**src/rtl/sap_pkg.sv**
```systemverilog
// Shared constants and word/address types for the SAP datapath.
package sap_pkg;

    localparam int unsigned DATA_W = 8;
    localparam int unsigned ADDR_W = 4;

    typedef logic [DATA_W-1:0] word_t;
    typedef logic [ADDR_W-1:0] addr_t;

endpackage

```
**src/rtl/sap_bus_drv.sv**
```systemverilog
// Enable-gated bus driver: outputs zero when disabled so drivers can be OR-combined.
module sap_bus_drv
    import sap_pkg::*;
#(
    parameter int unsigned W = DATA_W
) (
    input  logic         en,
    input  logic [W-1:0] d,
    output logic [W-1:0] out
);

    always_comb begin
        out = '0;
        if (en) begin
            out = d;
        end
    end

endmodule

```
**src/rtl/sap_ram16x8.sv**
```systemverilog
// 16x8 SAP program/data RAM: synchronous write with synchronous clear, combinational read.
module sap_ram16x8
    import sap_pkg::*;
#(
    parameter int unsigned DATA_W = sap_pkg::DATA_W,
    parameter int unsigned ADDR_W = sap_pkg::ADDR_W
) (
    input  logic              clk,
    input  logic              rst,
    input  logic [DATA_W-1:0] BusIn,
    input  logic [ADDR_W-1:0] Addrs,
    input  logic              RAMOut,
    input  logic              RAMIn,
    output logic [DATA_W-1:0] BusOut
);

    localparam int unsigned DEPTH = 2 ** ADDR_W;

    logic [DATA_W-1:0] mem [0:DEPTH-1];
    logic [DATA_W-1:0] rd_word;

    // Reset clears every word and takes priority over a coincident write.
    always_ff @(posedge clk) begin
        if (rst) begin
            for (int unsigned i = 0; i < DEPTH; i++) begin
                mem[i] <= '0;
            end
        end else if (RAMIn) begin
            mem[Addrs] <= BusIn;
        end
    end

    assign rd_word = mem[Addrs];

    sap_bus_drv #(
        .W (DATA_W)
    ) u_bus_drv (
        .en  (RAMOut),
        .d   (rd_word),
        .out (BusOut)
    );

endmodule

```
**config.mk**
```make
export PLATFORM = sky130hd
export DESIGN_NAME = sap_ram16x8
export DESIGN_NICKNAME = d
export VERILOG_FILES = /design/src/rtl/sap_pkg.sv /design/src/rtl/sap_bus_drv.sv /design/src/rtl/sap_ram16x8.sv
export SDC_FILE = /design/constraint.sdc
export NUM_CORES = 1
export LEC_CHECK = 0
export CAP_MARGIN = 30
export CELL_PAD_IN_SITES_DETAIL_PLACEMENT = 1
export CELL_PAD_IN_SITES_GLOBAL_PLACEMENT = 1
export CORE_UTILIZATION = 30
export CTS_CLUSTER_DIAMETER = 100
export DETAILED_ROUTE_END_ITERATION = 8
export GPL_TIMING_DRIVEN = 0
export PLACE_DENSITY = 0.57
export REMOVE_ABC_BUFFERS = 1
export SYNTH_ARGS = -nofsm -noshare
export SYNTH_HDL_FRONTEND = slang
export SYNTH_HIERARCHICAL = 1
export SYNTH_SLANG_ARGS = --single-unit
```
**constraint.sdc**
```tcl
create_clock -name clk -period 5 [get_ports clk]
set_clock_uncertainty 0.2 [all_clocks]
set_input_delay 0.5 -clock clk [delete_from_list [all_inputs] [get_ports clk]]
set_output_delay 0.5 -clock clk [all_outputs]
set_load 0.01 [all_outputs]
```
Word-level counts from Yosys, hierarchy flattened
Memory sizes are Yosys's and may differ from the RTL's.
Cells that the tools add are included.

cells by class
  reductions and logical operators = 1
  multipliers = 0
  add/sub/neg operators = 0
  order comparisons = 0
  muxes and demuxes = 9
  bitwise logic cells = 0
  divide/modulo/power cells = 0
  shift operators = 0
  eq/ne operators = 0

operators with widths
  cell                number
  2-to-1 mux 8 bit    2
  OR reduction 8 bit  1
  2-to-1 mux 1 bit    6
  2-to-1 mux 4 bit    1

storage, ports and cells
  bits of input ports = 16
  output and inout bits = 8
  ROM bits = 0
  bits in latches = 0
  bits in writable memories = 128
  bits in registers = 0
  memories = 1
  logic and storage cells = 11

memories
  name  words  width  rd ports  clocked after Yosys merged registers in  wr ports  RTL line           source
  mem   16     8      1         0                                        16        sap_ram16x8.sv:19  logic [DATA_W-1:0] mem [0:DEPTH-1];

Depth between registers and ports, before layout
Gate-level depths: netlist of the first run.

  word-level depth = 5
  gate-level depth with buffers = 6
  depth with buffers taken out = 4

Modules after synthesis
The synthesis of the first run kept the hierarchy.

by module, submodules not included
  module       cells an instance  times used  area each (µm²)
  sap_ram16x8  376                1           5880.6
  sap_bus_drv  8                  1           50.0

Least setup slack after synthesis of the first run
No wires, ideal clock.

  path kind = input-to-output
  start = input port Addrs[0]
  end = output port BusOut[1]
  cell stages on the path = 6
  arrival time = 1.749 ns
  buffers on the path = 2
  slack = 2.551 ns
  cells stage by stage = buf_4 > buf_6 > mux4_2 > a22oi_1 > nand2_1 > and2_1

between the ends
  word-level cells in the longest chain between the ends = 2

RTL lines
  what                  RTL line           source
  from (decl)           sap_ram16x8.sv:11  input logic [ADDR_W-1:0] Addrs,
  memory (16 x 8 bit)   -
  named net rd_word[1]  sap_ram16x8.sv:20  logic [DATA_W-1:0] rd_word;
  2-to-1 mux 8 bit      sap_bus_drv.sv:14  if (en) begin
  to (decl)             sap_ram16x8.sv:14  output logic [DATA_W-1:0] BusOut

The timed path passes the listed nets, and every way through them passes these cells.

Worst setup path after layout of the first run
  start = input port Addrs[3]
  end = output port BusOut[5]

Same word-level chain as after synthesis.

==> results of run 1 <==
## per-layer routing
metal / vias up / wire length (um) / track usage
li1: 1475 / - / -
met4: 0 / 158 / 0.0572
met3: 9 / 504 / 0.0303
met1: 1687 / 6210 / 0.193
met5: - / 0 / 0
met2: 61 / 7850 / 0.273
## cells in the mapped netlist
cell type  number  area [sq um]
a22oi_1        16           120
and2_1        137           857
buf_1           1          3.75
buf_2           6          30.0
buf_4           1          7.51
buf_6           1          11.3
clkbuf_1       12          45.0
edfxtp_1      128          3840
mux4_2         32           721
nand2_1         9          33.8
nand2b_1        2          12.5
nand4b_1        1          8.76
nand4bb_1       2          22.5
nor2_1         10          37.5
nor2_2          3          18.8
nor2b_1         2          12.5
nor3_1          3          15.0
nor3_4          1          16.3
or2_2          16           100
or4b_4          1          13.8
## layout make-up
class,count,area share
clock inverters,10,0.0136
flip-flops and latches,128,0.551
well taps,265,0.0475
repair buffers,28,0.0395
clock buffers,21,0.0631
multi-input cells,235,0.285
## how the worst max path moves through the flow
stage | from | to | cells past startpoint | slack, ps
after global routing | Addrs[0] | BusOut[3] | 7 | 1250
final | Addrs[3] | BusOut[5] | 6 | 1310
after global placement | Addrs[0] | BusOut[5] | 6 | -620
after CTS | Addrs[0] | BusOut[3] | 7 | 1310
after detailed placement | Addrs[3] | BusOut[5] | 6 | 1290
after floorplan | Addrs[0] | BusOut[0] | 4 | 2920
## stage by stage
stage	total power (uW)	setup TNS (ps)	util	std cells
after floorplan	1370	0	-	363
after CTS	2630	0	0.360	687
final	2600	0	0.360	687
after detailed placement	1490	0	0.332	656
after global placement	1480	-13480	0.330	651
after global routing	2680	0	0.360	687
## worst max-delay path, cell delays in order
cell and delay (ps):
clkdlybuf4s50_1 680, nor2b_1 650, a22oi_1 310, nand2_1 170, and2_1 140, clkdlybuf4s50_1 530
## power breakdown
group	total (uW)	leakage, uW	internal [uW]	switching (uW)
logic	200	0.000901	87.1	113
clock network	1140	0.000264	718	424
registers	1260	0.00122	1240	15.4
## kinds of logic (layout without fill, tap and decap cells)
family	count (synthesis)	after routing	share of synthesized area
buffers and inverters	21	59	0.0165
AOI/OAI and AO/OA	16	16	0.0203
and+or+nand+nor	187	187	0.194
DFF	128	128	0.648
muxes	32	32	0.122
==> flow_metrics.py, run 1 <==
metrics = {
    "outcome": {
        "status": "complete, no violations",
    },
    "logic_synthesis": {
        "synth-seq-area-share": 0.648,
        "postSynthCellCount": 384,
        "netlist_area_sq_um": 5930,
        "synth.distinct_cells": 20,
        "yosysWarningCount": 6,
        "syn_avg_cell_area_sq_um": 15.4,
        "yosys_register_bits": 128,
    },
    "clock_tree": {
        "root_buffer": "clkbuf_16",
        "postCtsSetupBuffers": 0,
        "cts_hold_buf": 0,
        "cts_resized": 0,
        "clkTransAtPathRegs_ps": 50,
        "cts_max_path_buffers": 2,
        "cts_tree": "yes",
        "cts_buffers": 17,
        "clock_sinks": 128,
        "cts_max_level": 4,
    },
    "hold_path": {
        "worstHoldEndpoint": "mem[0][0]",
        "min_path_cells": 4,
        "hp-class": "input pin to flip-flop",
        "hp-start": "Addrs[1]",
    },
    "placement": {
        "dp_hpwl_um": 9420,
        "dpl_cell_area_sq_um": 6440,
        "dpl_worst_slack_ps": 1290,
        "io_buffers": 23,
        "gp_congestion": 0.685,
    },
    "final_layout": {
        "stdcell_area_sq_um": 6980,
        "largest-register": "mem",
        "final_common_cell": "and2_1",
        "fill_cells": 2017,
        "final_cell_mix": "137 x and2_1, 128 x edfxtp_1, 32 x mux4_2",
        "drive_gt1_frac": 0.197,
        "area_delta_synth_final_pct": 17.6,
        "largest_reg_flops": 128,
        "diodes": 0,
        "fin_nets": 426,
        "largest_registers": "mem (128)",
        "multiInputGateArea_sq_um": 1990,
        "ff_latch_area_sq_um": 3840,
    },
    "worst_setup_path": {
        "required_ps": 4300,
        "cp_max_fo": 8,
        "critPathKind": "input pin to output port",
        "worst_ep_arrival_time_ps": 2990,
        "worstSetupStartpointType": "input pin",
        "critPathCaptureType": "output port",
    },
    "global_routing": {
        "grt_pass1_vias": 3475,
        "grt_first_pass_wirelength_um": 22000,
        "grt_max_degree": 29,
        "antenna_found_initial": 0,
        "track_usage": 0.157,
        "grt_overflow": 0,
    },
    "sta": {
        "layout_setup_ws_ps": 1310,
        "rsz0062_at_grt": "false",
        "hold_viol": 0,
        "layout_min_cycle_time_ps": 3690,
        "slew_headroom": 0.512,
        "min_period_over_period": 0.739,
        "setup_viol": 0,
        "hold-worst-slack_ps": 916,
        "worstMarginPinSlew_ps": 730,
        "drv_slew": 0,
        "clock.fmax_ghz": 0.271,
    },
    "job": {
        "drv_cap": 0,
    },
    "floorplanning": {
        "start_util": 0.306,
        "row_count": 51,
        "fp.dieW_um": 143,
        "fp.coreArea_sq_um": 19400,
        "fp.dieH_um": 143,
        "die_area_sq_um": 20300,
        "io_pins": 24,
    },
    "routing": {
        "post-route-drc-count": 0,
        "drt-initial-drc-count": 174,
        "dr.pass1.iters": 5,
        "vias_per_cell": 4.70,
        "vias": 3232,
        "finalWirelength_um": 14700,
        "drtAntennaViolNets": 0,
        "post_drt_wl_per_cell_um": 21.4,
    },
    "power_and_ir_drop": {
        "powerDensity_nw_per_um2": 373,
        "leakage_uw": 0.00239,
        "vdd_ir_drop_max_mv": 0.213,
    },
}
(Power assumes the default switching activity.)
==> run 2, diff against run 1 <==
==> constraint.sdc (replaced) <==
create_clock -name clk -period 3.6 [get_ports clk]
set_clock_uncertainty 0.2 [all_clocks]
set_input_delay 0.36 -clock clk [delete_from_list [all_inputs] [get_ports clk]]
set_output_delay 0.36 -clock clk [all_outputs]
set_load 0.01 [all_outputs]
==> results of run 2 <==
Same layout as run 1 (identical final DEF). Status: complete, no violations.
Main changes from that run: setup slack after placement 1290 ps -> 171 ps; setup slack after layout 1310 ps -> 187 ps; hold slack 916 ps -> 776 ps; total power 2600 uW -> 3610 uW; worst IR drop on VDD 0.213 mV -> 0.296 mV
